<file path="src/rtl/mod_exp_engine.sv">
// Modular exponentiator: result = base^exponent mod modulus using right-to-left
// square-and-multiply over a shared restoring shift-subtract reduction unit.
module mod_exp_engine #(
  parameter int unsigned WIDTH = 16
) (
  input  logic             clk,
  input  logic             rst_n,
  input  logic             start,
  input  logic [WIDTH-1:0] base,
  input  logic [WIDTH-1:0] exponent,
  input  logic [WIDTH-1:0] modulus,
  output logic             busy,
  output logic             done,
  output logic             error,
  output logic [WIDTH-1:0] result
);
  localparam int unsigned DW    = 2 * WIDTH;
  localparam int unsigned CNT_W = $clog2(2 * WIDTH) + 1;

  typedef enum logic [2:0] {IDLE, CHECK, RED_B, MUL, SQR, DONE} state_t;

  state_t             state, state_next;
  logic [WIDTH-1:0]   base_r, e_r, n_r, acc, b;
  logic [DW-1:0]      opnd;
  logic [WIDTH:0]     rem;
  logic [CNT_W-1:0]   step, bit_idx;

  logic [WIDTH:0]     rem_sh, rem_next;
  logic [WIDTH-1:0]   b_upd, acc_upd, mul_x;
  logic [DW-1:0]      product;
  logic               last;

  // One restoring-division step per cycle; remainder is one bit wider than n
  always_comb begin
    rem_sh   = {rem[WIDTH-1:0], opnd[DW-1]};
    rem_next = rem_sh;
    if (rem_sh >= {1'b0, n_r}) rem_next = rem_sh - {1'b0, n_r};
    last    = (step == CNT_W'(DW - 1));
    b_upd   = b;
    acc_upd = acc;
    if (state == RED_B || state == SQR) b_upd = rem_next[WIDTH-1:0];
    if (state == MUL && e_r[0])         acc_upd = rem_next[WIDTH-1:0];
    // Operand for the next phase: b*b after MUL, acc*b after RED_B or SQR
    mul_x   = (state == MUL) ? b_upd : acc_upd;
    product = DW'(mul_x) * DW'(b_upd);
  end

  always_comb begin
    state_next = state;
    case (state)
      IDLE:  if (start) state_next = CHECK;
      CHECK: state_next = (n_r == '0) ? DONE : RED_B;
      RED_B: if (last) state_next = MUL;
      MUL:   if (last) state_next = SQR;
      SQR:   if (last) state_next = (bit_idx == CNT_W'(WIDTH - 1)) ? DONE : MUL;
      DONE:  state_next = IDLE;
      default: state_next = IDLE;
    endcase
  end

  always_ff @(posedge clk or negedge rst_n) begin
    if (!rst_n) state <= IDLE;
    else        state <= state_next;
  end

  always_ff @(posedge clk or negedge rst_n) begin
    if (!rst_n) begin
      base_r  <= '0;
      e_r     <= '0;
      n_r     <= '0;
      acc     <= '0;
      b       <= '0;
      opnd    <= '0;
      rem     <= '0;
      step    <= '0;
      bit_idx <= '0;
      busy    <= 1'b0;
      done    <= 1'b0;
      error   <= 1'b0;
      result  <= '0;
    end else begin
      done <= 1'b0;
      case (state)
        IDLE: begin
          if (start) begin
            base_r <= base;
            e_r    <= exponent;
            n_r    <= modulus;
            busy   <= 1'b1;
            error  <= 1'b0;
          end
        end
        CHECK: begin
          acc     <= WIDTH'(1);
          opnd    <= {{WIDTH{1'b0}}, base_r};
          rem     <= '0;
          step    <= '0;
          bit_idx <= '0;
        end
        RED_B, MUL, SQR: begin
          step <= step + CNT_W'(1);
          opnd <= opnd << 1;
          rem  <= rem_next;
          if (last) begin
            step <= '0;
            rem  <= '0;
            opnd <= product;
            b    <= b_upd;
            acc  <= acc_upd;
            if (state == MUL) e_r <= e_r >> 1;
            if (state == SQR) bit_idx <= bit_idx + CNT_W'(1);
          end
        end
        DONE: begin
          done  <= 1'b1;
          error <= (n_r == '0);
          if (n_r == '0)      result <= '0;
          else if (acc >= n_r) result <= acc - n_r;
          else                 result <= acc;
        end
        default: ;
      endcase
      if (state_next == DONE) busy <= 1'b0;
    end
  end

endmodule
</file>
<file path="config.mk">
export PLATFORM = sky130hd
export DESIGN_NAME = mod_exp_engine
export DESIGN_NICKNAME = d
export VERILOG_FILES = /design/src/rtl/mod_exp_engine.sv
export SDC_FILE = /design/constraint.sdc
export NUM_CORES = 1
export LEC_CHECK = 0
export CORE_ASPECT_RATIO = 0.7
export CORE_MARGIN = 8
export CORE_UTILIZATION = 65
export DETAILED_ROUTE_END_ITERATION = 6
export GPL_TIMING_DRIVEN = 0
export PLACE_DENSITY = 0.84
export SYNTH_ARGS = -nofsm -noshare
export SYNTH_HDL_FRONTEND = slang
export SYNTH_SLANG_ARGS = --single-unit
</file>
<file path="constraint.sdc">
create_clock -name clk -period 16.9 [get_ports clk]
set_clock_uncertainty 0.1 [all_clocks]
set_input_delay 3.38 -clock clk [delete_from_list [all_inputs] [get_ports clk]]
set_output_delay 3.38 -clock clk [all_outputs]
set_load 0.005 [all_outputs]
</file>
* After elaboration in Yosys (flattened, before gate mapping)
Index checks and enable logic that the tools add are counted.
Widths: inputs -> output; s select.
** Word-level totals
- Word-level logic and storage cells :: 84
- Output and inout port bits :: 19
- Input bits :: 51
- Register bits after elaboration :: 162
** Operators by class
- Equality and inequality tests :: 12
- $lt $le $gt $ge :: 2
- $mul :: 1
- Add/sub/neg operators :: 4
- Muxes and demuxes :: 34
- Reductions and logical operators :: 17
** Operators by type and width (number)
- $mux 16 :: 11
- $pmux 16 s2 :: 3
- $pmux 32 s2 :: 1
- $mul 16x16->32 :: 1
- $mux 32 :: 1
- $sub 16x16->16 :: 2
- $pmux 6 s2 :: 2
- $mux 3 :: 6
- $mux 6 :: 3
- $ge 17x16->1 :: 1
- $ge 16x16->1 :: 1
- $logic_not 16->1 :: 1
- $pmux 3 s5 :: 1
- $add 6x1->6 const B :: 2
- $reduce_and 2->1 :: 5
- $reduce_bool 2->1 :: 5
- $eq 3x3->1 const B :: 3
- $ne 2x2->1 const B :: 4
- $eq 3x2->1 const B :: 2
- $eq 6x4->1 const B :: 1
- $eq 6x5->1 const B :: 1
- $mux 1 :: 5
- $reduce_and 4->1 :: 1
- $eq 3x1->1 const B :: 1
- 6 further kinds :: 6

* Depth between registers and ports, before layout
Gate-level depths: netlist (run 1).
- Depth in word-level cells :: 7
- Depth in mapped cells :: 35
- Depth with buffers taken out :: 33

* Worst setup path after synthesis (run 1)
OpenSTA, ideal clock, no wires.
- Path kind :: reg2reg
- From :: register n_r[1]
- To :: register opnd[30]
- Arrival :: 7.893 ns
- Setup slack :: 8.770 ns
- Library setup time :: 0.137 ns
- Required time :: 16.663 ns
- Buffers on the path :: 3
- Clock period less this slack :: 8.130 ns
- Cell stages (with the launch flop) :: 34
- Cells stage by stage :: dfrtp_1 > inv_1 > ha_1 > nor2b_1 > o21a_1 > o21ai_1 > a21oi_1 > o211a_2 > o21ai_1 > buf_2 > mux2_2 > a21oi_2 > buf_2 > nand2_1 > fa_1 > fa_1 > inv_1 > fa_1 > fa_1 > fa_1 > inv_1 > fa_1 > inv_1 > ha_1 > clkbuf_1 > a211oi_1 > o21bai_1 > a211oi_1 > o21ai_0 > o31a_1 > o22a_1 > a211oi_1 > xor2_1 > a21oi_1
** Between the ends
- Word-level cells in the longest chain between the ends :: 7
- Elaborated cells on any way between the ends :: 9
- Those cells by class :: 1 x add/sub; 1 x mul; 1 x order compare; 6 x mux
** RTL lines
- start: declaration :: RTL line 23 : logic [WIDTH-1:0] base_r, e_r, n_r, acc, b;
- start signal: assignment :: RTL line 88 : n_r <= modulus;
- $sub 16x16->16 or $ge 17x16->1 (tied branches) :: RTL line 37 : if (rem_sh >= {1'b0, n_r}) rem_next = rem_sh - {1'b0, n_r};
- $mux 16 (*) :: RTL line 37
- $mux 16, on equally long branches :: RTL line 42, 41
- $mux 16 :: RTL line 44 : mul_x = (state == MUL) ? b_upd : acc_upd;
- $mul 16x16->32 (*) :: RTL line 45 : product = DW'(mul_x) * DW'(b_upd);
- $mux 32 (*) :: RTL line 104 : if (last) begin
- $pmux 32 s2 (*) :: RTL line 83 : case (state)
- end signal: assignment :: RTL line 95 : opnd <= {{WIDTH{1'b0}}, base_r};
- end signal: assignment :: RTL line 102 : opnd <= opnd << 1;
- end signal: assignment :: RTL line 107 : opnd <= product;
- end: declaration :: RTL line 24 : logic [DW-1:0] opnd;
Mark *: on every way between the ends. The rest lies on a longest branch, timed or not.
A chain may end at the register's enable or synchronous reset.

* Final worst setup path (run 1)
Same ends and word-level chain as after synthesis.

==> metrics.txt, run 1 <==
run status completed; syn nets 2,408; Startpoint Class flop; GPL Wtd Cong 1.03; total global routing overflow 0; CP dominant cell by count fa_1; simple-gate share of the synthesized area 0.155; Setup violations, final 0; post-synthesis xor/xnor area fraction 0.0259; RSZ-0062 raised after global routing no; multiplexer area fraction after synthesis 0.0414; CTS tree yes; # hold bufs at CTS 0; worst-margin pin slew 1.34 ns; Initial Utilization 0.660; Final Hold Vio Count 0; Vias between 15,000 and 20,000; Distinct cells, synth 76; DP HPWL approximately 42 mm; I/O Pins 70; Crit. End Element flop; critical path fanouts, max 10; Hold WC Path Type reg2reg; Clock Pin Slew Worst Setup and Hold Paths roughly 0.080 ns; f_max 0.105 GHz; diode count 0; CTS Sinks 162; Skew-Pair Late Insertion Delay ~0.45 ns; DR WL/cell around 21 µm; DIE AREA approximately 33,000 µm²; Die Wd between 200 and 250 µm; core area 26,700 µm²; largest family of logic cells by synthesized area adder cells; Slowest-stage cell, CP fa_1; layout cells sized above 1 0.0484; post-cts sizing count 0; filler instances 2,052; vias per cell 6.15; top_reg_cell synth dfrtp_1; sequential fraction of the synthesis area 0.231; CP peak stage delay 0.62 ns; first-pass GRT wire length 85.1 mm; Pre-antenna DRT Iters 5; Post-layout nets 2,498; vias in the first global route around 15,000; Total GRT Usage 0.335; DRC 0; post-synthesis compound-gate area fraction 0.149; Layout area overhead 10.2%; Synth async-reset ratio 1.00; Mapped Area 17,600 µm²; max-cap viol count 0; Final ANT Viol Nets 0; IO buf count between 60 and 70; CP Data Required Time around 17 ns; Post-Syn Instances 2,023; DRT iter0 DRCs 1,707; Die H 154 µm; CTS Root Cell clkbuf_16; Yosys Warn Count 0; Routed Wire Length 53.1 mm; post-CTS setup buffer count 0; Tcrit/Tclk final 0.563; H-tree depth 4; Worst Path Arrival 9.74 ns; most used routing layer in global routing met2; largest net degree at the start of global routing 114; number of synthesized flops with an enable pin 0; routing usage on met3 0.146; Setup Crit Path Kind reg2reg; antenna violations before repair 1; met1 GRT Util 0.459; setup tns final 0 ns; Mean Syn Cell Area just under 9 µm²; Row Count 50; Final min period between 9 and 10 ns; CTS max path bufs 2; Rel. slew slack 0.0783; GR Layer Usage met2 0.474; Yosys reg bits 162; fin. max-slew vios 0; total CTS buffers 17; area share of fa/ha/maj cells after synthesis 0.321
[stage by stage]
step	instances	utilization	setup WS, ns	cell area, µm²	hold WS (ns)
6_report	2490	0.727	7.38	19400	0.385
5_1_grt	2490	0.727	6.75	19400	0.403
4_1_cts	2490	0.727	7.48	19400	0.386
3_5_place_dp	2458	0.704	7.54	18800	0.370
3_3_place_gp	2456	0.703	5.85	18700	0.362
2_1_floorplan	2023	-	8.77	17600	0.349
[worst max-delay path: cells and delay by family (launching register included)]
family,cells,cell delay [ns]
adder cells (fa/ha/maj),8,3.85
AO/OA/AOI/OAI,14,2.96
buffers and inverters,7,1.16
flip-flops,1,0.47
multiplexers,1,0.41
AND/OR/NAND/NOR,2,0.26
XOR/XNOR,1,0.18
[cells in the final DEF, fill, tap and decap left out, types with 8 or more instances in the layout]
master / count
o21a_1: 8
and2_1: 40
nor2_1: 130
nand3_1: 33
mux2_2: 22
a21o_1: 39
ha_1: 138
o21ai_1: 15
a31oi_1: 8
nand2_1: 330
buf_2: 13
a21oi_1: 105
clkbuf_16: 17
nand4_1: 9
a211oi_1: 15
xnor2_1: 29
clkdlybuf4s50_1: 68
and3_1: 13
nor3_1: 18
mux2i_1: 48
o211ai_1: 20
dfrtp_1: 162
inv_1: 264
fa_1: 196
xor2_1: 23
clkbuf_1: 61
o21ai_0: 161
[logic make-up (layout without fill, tap and decap cells)]
kind of cell,after synthesis,count (layout)
adders and majority gates,334,334
buffers and inverters,348,451
xor gates and xnor gates,52,52
and+or+nand+nor,624,624
DFF,162,162
muxes,70,70
AOI/OAI and AO/OA,433,433
[flip-flops by register name (all words and copies together), names as in the netlist, 3 cells and up]
signal	count
acc	16
b	16
base_r	16
bit_idx	6
e_r	16
n_r	16
opnd	32
rem	16
result	16
state	3
step	6
[per-layer routing]
layer  vias to the layer above  share of wire
met2                       886           0.42
met5                         -        0.00024
li1                       6841              -
met3                       138           0.15
met1                      7454           0.40
met4                         2          0.032
[cells in the mapped netlist, drive strengths merged (2+ instances only)]
| cell | number | area share |
|---|---|---|
| nor2b | 7 | 0.0025 |
| o31ai | 5 | 0.0024 |
| nand2 | 330 | 0.070 |
| a21o | 39 | 0.017 |
| xor2 | 23 | 0.011 |
| nor4 | 4 | 0.0014 |
| clkbuf | 61 | 0.013 |
| a211oi | 15 | 0.0064 |
| o21ai | 177 | 0.051 |
| o211ai | 20 | 0.0085 |
| a31o | 2 | 0.0010 |
| a2111oi | 4 | 0.0031 |
| mux2i | 48 | 0.027 |
| and3 | 13 | 0.0046 |
| a211o | 4 | 0.0020 |
| and2 | 41 | 0.015 |
| a41oi | 2 | 0.0010 |
| nand3 | 33 | 0.0094 |
| o41ai | 3 | 0.0019 |
| a21oi | 112 | 0.033 |
| inv | 264 | 0.056 |
| or2 | 6 | 0.0021 |
| o22ai | 4 | 0.0014 |
| o21a | 8 | 0.0034 |
| o21bai | 6 | 0.0026 |
| nand4 | 9 | 0.0032 |
| or3 | 7 | 0.0025 |
| nor4b | 2 | 0.0010 |
| or3b | 2 | 0.0010 |
| a31oi | 10 | 0.0043 |
| buf | 22 | 0.0071 |
| nor2 | 136 | 0.030 |
| a21boi | 6 | 0.0026 |
| fa | 196 | 0.22 |
| xnor2 | 29 | 0.014 |
| nand2b | 7 | 0.0025 |
| o2bb2ai | 2 | 0.0010 |
| mux2 | 22 | 0.014 |
| and4 | 2 | 0.0010 |
| nor3 | 18 | 0.0051 |
| nand3b | 3 | 0.0013 |
| ha | 138 | 0.098 |
| dfrtp | 162 | 0.23 |
[final cells by class]
cell class	count	area, µm²	area share
Clock inverter	14	170	0.00878
Timing Repair Buffer	71	731	0.0377
Clock buffer	18	439	0.0227
Buffer	83	354	0.0183
Sequential cell	162	4050	0.209
Multi-Input combinational cell	1513	12200	0.629
Inverter	265	995	0.0513
Tap cell	364	455	0.0235
[final timing paths]
| kind | startpoint | endpoint | slack, ns | cells past startpoint |
|---|---|---|---|---|
| worst max-delay path | n_r[1] | opnd[30] | 7.38 | 33 |
| worst min register to register | result[7] | result[7] | 0.39 | 2 |
| max in group asynchronous | rst_n | opnd[28] | 13.07 | 2 |
| worst max register to register | n_r[1] | opnd[30] | 7.38 | 33 |
| min in group asynchronous | rst_n | done | 2.73 | 1 |
| worst min-delay path | result[7] | result[7] | 0.39 | 2 |
Power of run 1 is left out: the tool's default activity adds up to more than one toggle a clock period on the data nets, which glitch-free logic cannot reach.
==> run 2, diff against run 1 <==
CORE_UTILIZATION = 64   (was 65)
PLACE_DENSITY = 0.83   (was 0.84)
clock period = 9.2 ns   (was 16.9 ns; I/O delays follow)
==> run 2 against run 1 <==
Effect of this change: critical path type unchanged; worst hold slack got worse by 0.0056 ns; critical path depth down 2; clock-buffer cell count fell by 1; final area up 1.2%; largest cell class unchanged; utilization up 0.18 points; setup slack lost 7.1 ns; fmax is 6.9% higher; global-route usage decreased by 1.4 points; register-to-register slack worse by 7.1 ns.
==> metrics.txt, run 2 (synthesized netlist as in run 1, its figures left out) <==
run status completed; H-tree depth 4; placed inst area 18,800 µm²; setup tns final 0 ns; GPL Wtd Cong 0.993; DRC 0; largest net degree at the start of global routing 83; Skew-Pair Late Insertion Delay around 0.46 ns; most frequent cells in the layout nand2_1, inv_1, fa_1; critical path fanouts, max 10; commonest non-fill, non-tap cell in the layout nand2_1; Setup Crit Path Kind reg2reg; core area 26,900 µm²; CTS Sinks 162; Rel. slew slack 0.130; Tcrit/Tclk final 0.968; CP dominant cell by count fa_1; # hold bufs at CTS 0; Final min period ~8.9 ns; hold_sp result[1]; Vias 15,300; I/O Pins 70; antenna violations before repair 0; f_max 0.112 GHz; CTS max path bufs 2; layout cells sized above 1 0.0652; CTS tree yes; Total GRT Usage 0.321; Worst Path Arrival 9.19 ns; final instance area 19,600 µm²; Startpoint Class flop; CTS Root Cell clkbuf_16; Final Hold Vio Count 0; Reg with most FFs opnd; Non-Filler Instances 2,497; Post-layout nets 2,503; Final ANT Viol Nets 0; DRT iter0 DRCs between 1,000 and 1,500; Routed Wire Length 52.6 mm; CP startpoint n_r[0]; DR WL/cell 21.1 µm; placed insts 2,458; DIE AREA 33,100 µm²; Clock Pin Slew Worst Setup and Hold Paths 0.07 ns; Slowest-stage cell, CP fa_1; DP HPWL 42.2 mm; Row Count 50; vias in the first global route between 15,000 and 20,000; r2r startpoint n_r[0]; fin. max-slew vios 0; Crit. End Element flop; Pre-antenna DRT Iters 5; Initial Utilization 0.654; worst-margin pin slew approximately 1.3 ns; CP peak stage delay roughly 0.56 ns; total CTS buffers 17; total global routing overflow 0; CP Data Required Time ~9.5 ns; Hold WC Path Type reg2reg; vias per cell 6.12; Setup violations, final 0; Layout area overhead 11.5%; Die Wd 214 µm; max FFs per register 32; IO buf count 69; max-cap viol count 0; Die H 155 µm; first-pass GRT wire length 83.8 mm
## run 2: cell count changes in the layout (fill, tap and decap cells not counted), moves of 4 or more
cell | previous run | this run
buf_2 | 13 | 6
clkbuf_1 | 61 | 57
mux2i_2 | 0 | 5
a21oi_4 | 0 | 5
mux2i_1 | 48 | 41
clkbuf_4 | 0 | 6
buf_4 | 4 | 13
a21oi_1 | 105 | 101
## run 2: what timing repair did
action                                  in CTS  in global routing
endpoints found under the setup margin       4                 13
resized for setup                           15                 34
pin swaps                                    2                  3
setup buffers                                3                  5
## run 2: final timing paths
check,depth (start not counted),slack (ns),end
worst max register to register,31,0.29,opnd[29]
max in group asynchronous,2,6.88,opnd[12]
worst max-delay path,31,0.29,opnd[29]
worst min-delay path,2,0.38,result[1]
min in group asynchronous,1,1.26,n_r[10]
worst min register to register,2,0.38,result[1]
## run 2: cell type report
class	instances	area [µm²]
Multi-Input combinational cell	1513	12400
Fill cell	2055	7290
Sequential cell	162	4060
Inverter	265	998
Timing Repair Buffer	79	791
Tap cell	364	455
Clock buffer	17	425
Buffer	80	367
Clock inverter	15	155
Antenna cell	2	5.00
## run 2: layer usage
layer  wire (µm)  vias up  global-route usage
met1       21500     7383               0.426
li1            -     6854                   -
met3        7620      141               0.147
met4        1580        0               0.102
met2       21900      896               0.462
met5           0        -                   0
## run 2: critical path, delay by kind of cell (launching register included)
| kind | cells | cell delay [ns] |
|---|---|---|
| compound gates | 14 | 2.77 |
| fa+ha+maj | 9 | 4.18 |
| buf+inv | 4 | 0.46 |
| flops | 1 | 0.52 |
| mux | 2 | 0.56 |
| simple gates | 2 | 0.26 |
## run 2: stage by stage
stage | utilization | hold slack, ns | setup slack [ns]
2_1_floorplan | - | 0.349 | 1.07
3_3_place_gp | 0.696 | 0.360 | -0.323
3_5_place_dp | 0.698 | 0.371 | -0.126
4_1_cts | 0.723 | 0.386 | 0.0000426
5_1_grt | 0.729 | 0.413 | -0.0119
6_report | 0.729 | 0.380 | 0.292
Power of run 2 is left out for the same reason.
==> run 3, diff against run 2 <==
CORE_UTILIZATION = 57   (was 64)
PLACE_DENSITY = 0.78   (was 0.83)
TNS_END_PERCENT = 30   (was unset)
clock period = 7.9 ns   (was 9.2 ns; I/O delays follow)
==> run 3 against run 2 <==
Effect of this change: sequential share of layout area fell by 1.7 points; utilization fell by 1.9 points; global-route usage fell by 1.7 points; wire length rose by 6.0%; clock-buffer cell count rose by 1; the flow now finishes with violations (setup timing); first-iteration DRC count rose by 32%; register-to-register slack got worse by 0.60 ns; via count rose by 3.7%; worst hold slack improved by 0.00098 ns; highest routed layer unchanged; non-clock buffer count rose by 88.
==> metrics.txt, run 3 (synthesized netlist as in run 1, its figures left out) <==
run status complete, but fails checks; failing checks setup timing; vias in the first global route 16,100; Row Count 53; CTS Sinks approximately 160; CTS tree yes; Final Hold Vio Count 0; Startpoint Class flop; antenna violations before repair 1; final instance area 21,400 µm²; largest net degree at the start of global routing 122; critical path fanouts, max 6; final hold slack 0.381 ns; total global routing overflow 0; total CTS buffers 17; max-cap viol count 0; CTS Root Cell clkbuf_16; first-pass GRT wire length 87.9 mm; placed inst area 18,900 µm²; Total GRT Usage 0.304; worst-margin pin slew 1.34 ns; diode count 0; Layout area overhead 21.9%; Skew-Pair Late Insertion Delay around 0.44 ns; fin. max-slew vios 0; IO buf count 69; DRT iter0 DRCs 1,827; Final ANT Viol Nets 0; Final min period roughly 8.2 ns; critical path's top delay family adder cells; Slowest-stage cell, CP fa_2; CP peak stage delay 0.59 ns; Crit. End Element flop; vias per cell 6.02; worst path bufs/invs 5; Setup Crit Path Kind reg2reg; Die H around 160 µm; f_max 0.122 GHz; CTS max path bufs 2; Rel. slew slack 0.0841; fin worst setup slack -0.309 ns; DRC 0; commonest non-fill, non-tap cell in the layout nand2_1; Worst Path Arrival 8.48 ns; Post-layout nets 2,591; CP Data Required Time 8.18 ns; Reg with most FFs opnd; DIE AREA 36,800 µm²; DP HPWL 41.7 mm; layout cells sized above 1 0.177; Clock Pin Slew Worst Setup and Hold Paths 0.07 ns; Tcrit/Tclk final 1.04; GPL Wtd Cong 0.998; DR WL/cell 21.2 µm; Die Wd 226 µm; I/O Pins 70; Routed Wire Length ~56 mm; Vias 15,800; Hold WC Path Type reg2reg; Setup violations, final 11; CP dominant cell by count fa_1; # hold bufs at CTS 0; Initial Utilization 0.583; filler instances 2,255; max FFs per register 32; H-tree depth 4; Pre-antenna DRT Iters 6; core area around 30,000 µm²; RSZ-0062 raised after global routing yes; setup tns final -1.68 ns; most frequent cells in the layout nand2_1, inv_1, fa_1
## run 3: cell count changes in the layout (fill, tap and decap cells not counted), moves of 14 or more
cell / delta
buf_4: +74
inv_1: -26
fa_1: -20
ha_4: +26
fa_2: +20
buf_6: +16
ha_1: -26
inv_2: +26
nand2_1: -14
## run 3: tightest hold or removal path: cells and delay by family, from the launching register on
family / cells / cell delay [ns]
simple gates: 1 / 0.05
flops: 1 / 0.34
compound gates: 1 / 0.06
## run 3: through the flow
stage	std cells	setup slack (ns)	utilization
after global placement	2504	-1.82	0.624
after floorplan	2023	0.0138	-
after CTS	2585	-0.211	0.683
final	2631	-0.309	0.710
after global routing	2631	-0.560	0.710
after detailed placement	2505	-1.78	0.625
## run 3: layout make-up
type | instances | area [µm²] | area share
plain buffers | 79 | 449 | 0.0210
clock buffers | 18 | 429 | 0.0200
clock inverters | 14 | 155 | 0.00724
inverters | 265 | 997 | 0.0465
multi-input cells | 1513 | 13300 | 0.621
flip-flops and latches | 162 | 4060 | 0.189
well taps | 412 | 515 | 0.0241
repair buffers | 168 | 1520 | 0.0709
## run 3: timing repair
action,4_1_cts,5_1_grt
hold endpoints to repair,0,0
resized for setup,188,113
cloned,1,3
pin swaps,75,65
setup buffers,51,44
endpoints found under the setup margin,22,21
## run 3: worst paths after layout
check	from	to	slack (ns)	cells past startpoint
max in group asynchronous	rst_n	opnd[8]	5.85	2
setup reg to reg	rem[6]	opnd[29]	-0.31	31
setup / recovery	rem[6]	opnd[29]	-0.31	31
min in group asynchronous	rst_n	n_r[11]	0.92	1
hold reg to reg	result[2]	result[2]	0.38	2
hold / removal	result[2]	result[2]	0.38	2
## run 3: layer usage
| metal | up-vias | share of wire | wire (µm) | track usage |
|---|---|---|---|---|
| met2 | 897 | 0.43 | 24200 | 0.448 |
| met5 | - | 0 | 0 | 0 |
| met1 | 7746 | 0.41 | 23100 | 0.420 |
| met3 | 154 | 0.12 | 6900 | 0.0990 |
| li1 | 7037 | - | - | - |
| met4 | 0 | 0.029 | 1620 | 0.0999 |
Power of run 3 is left out for the same reason.
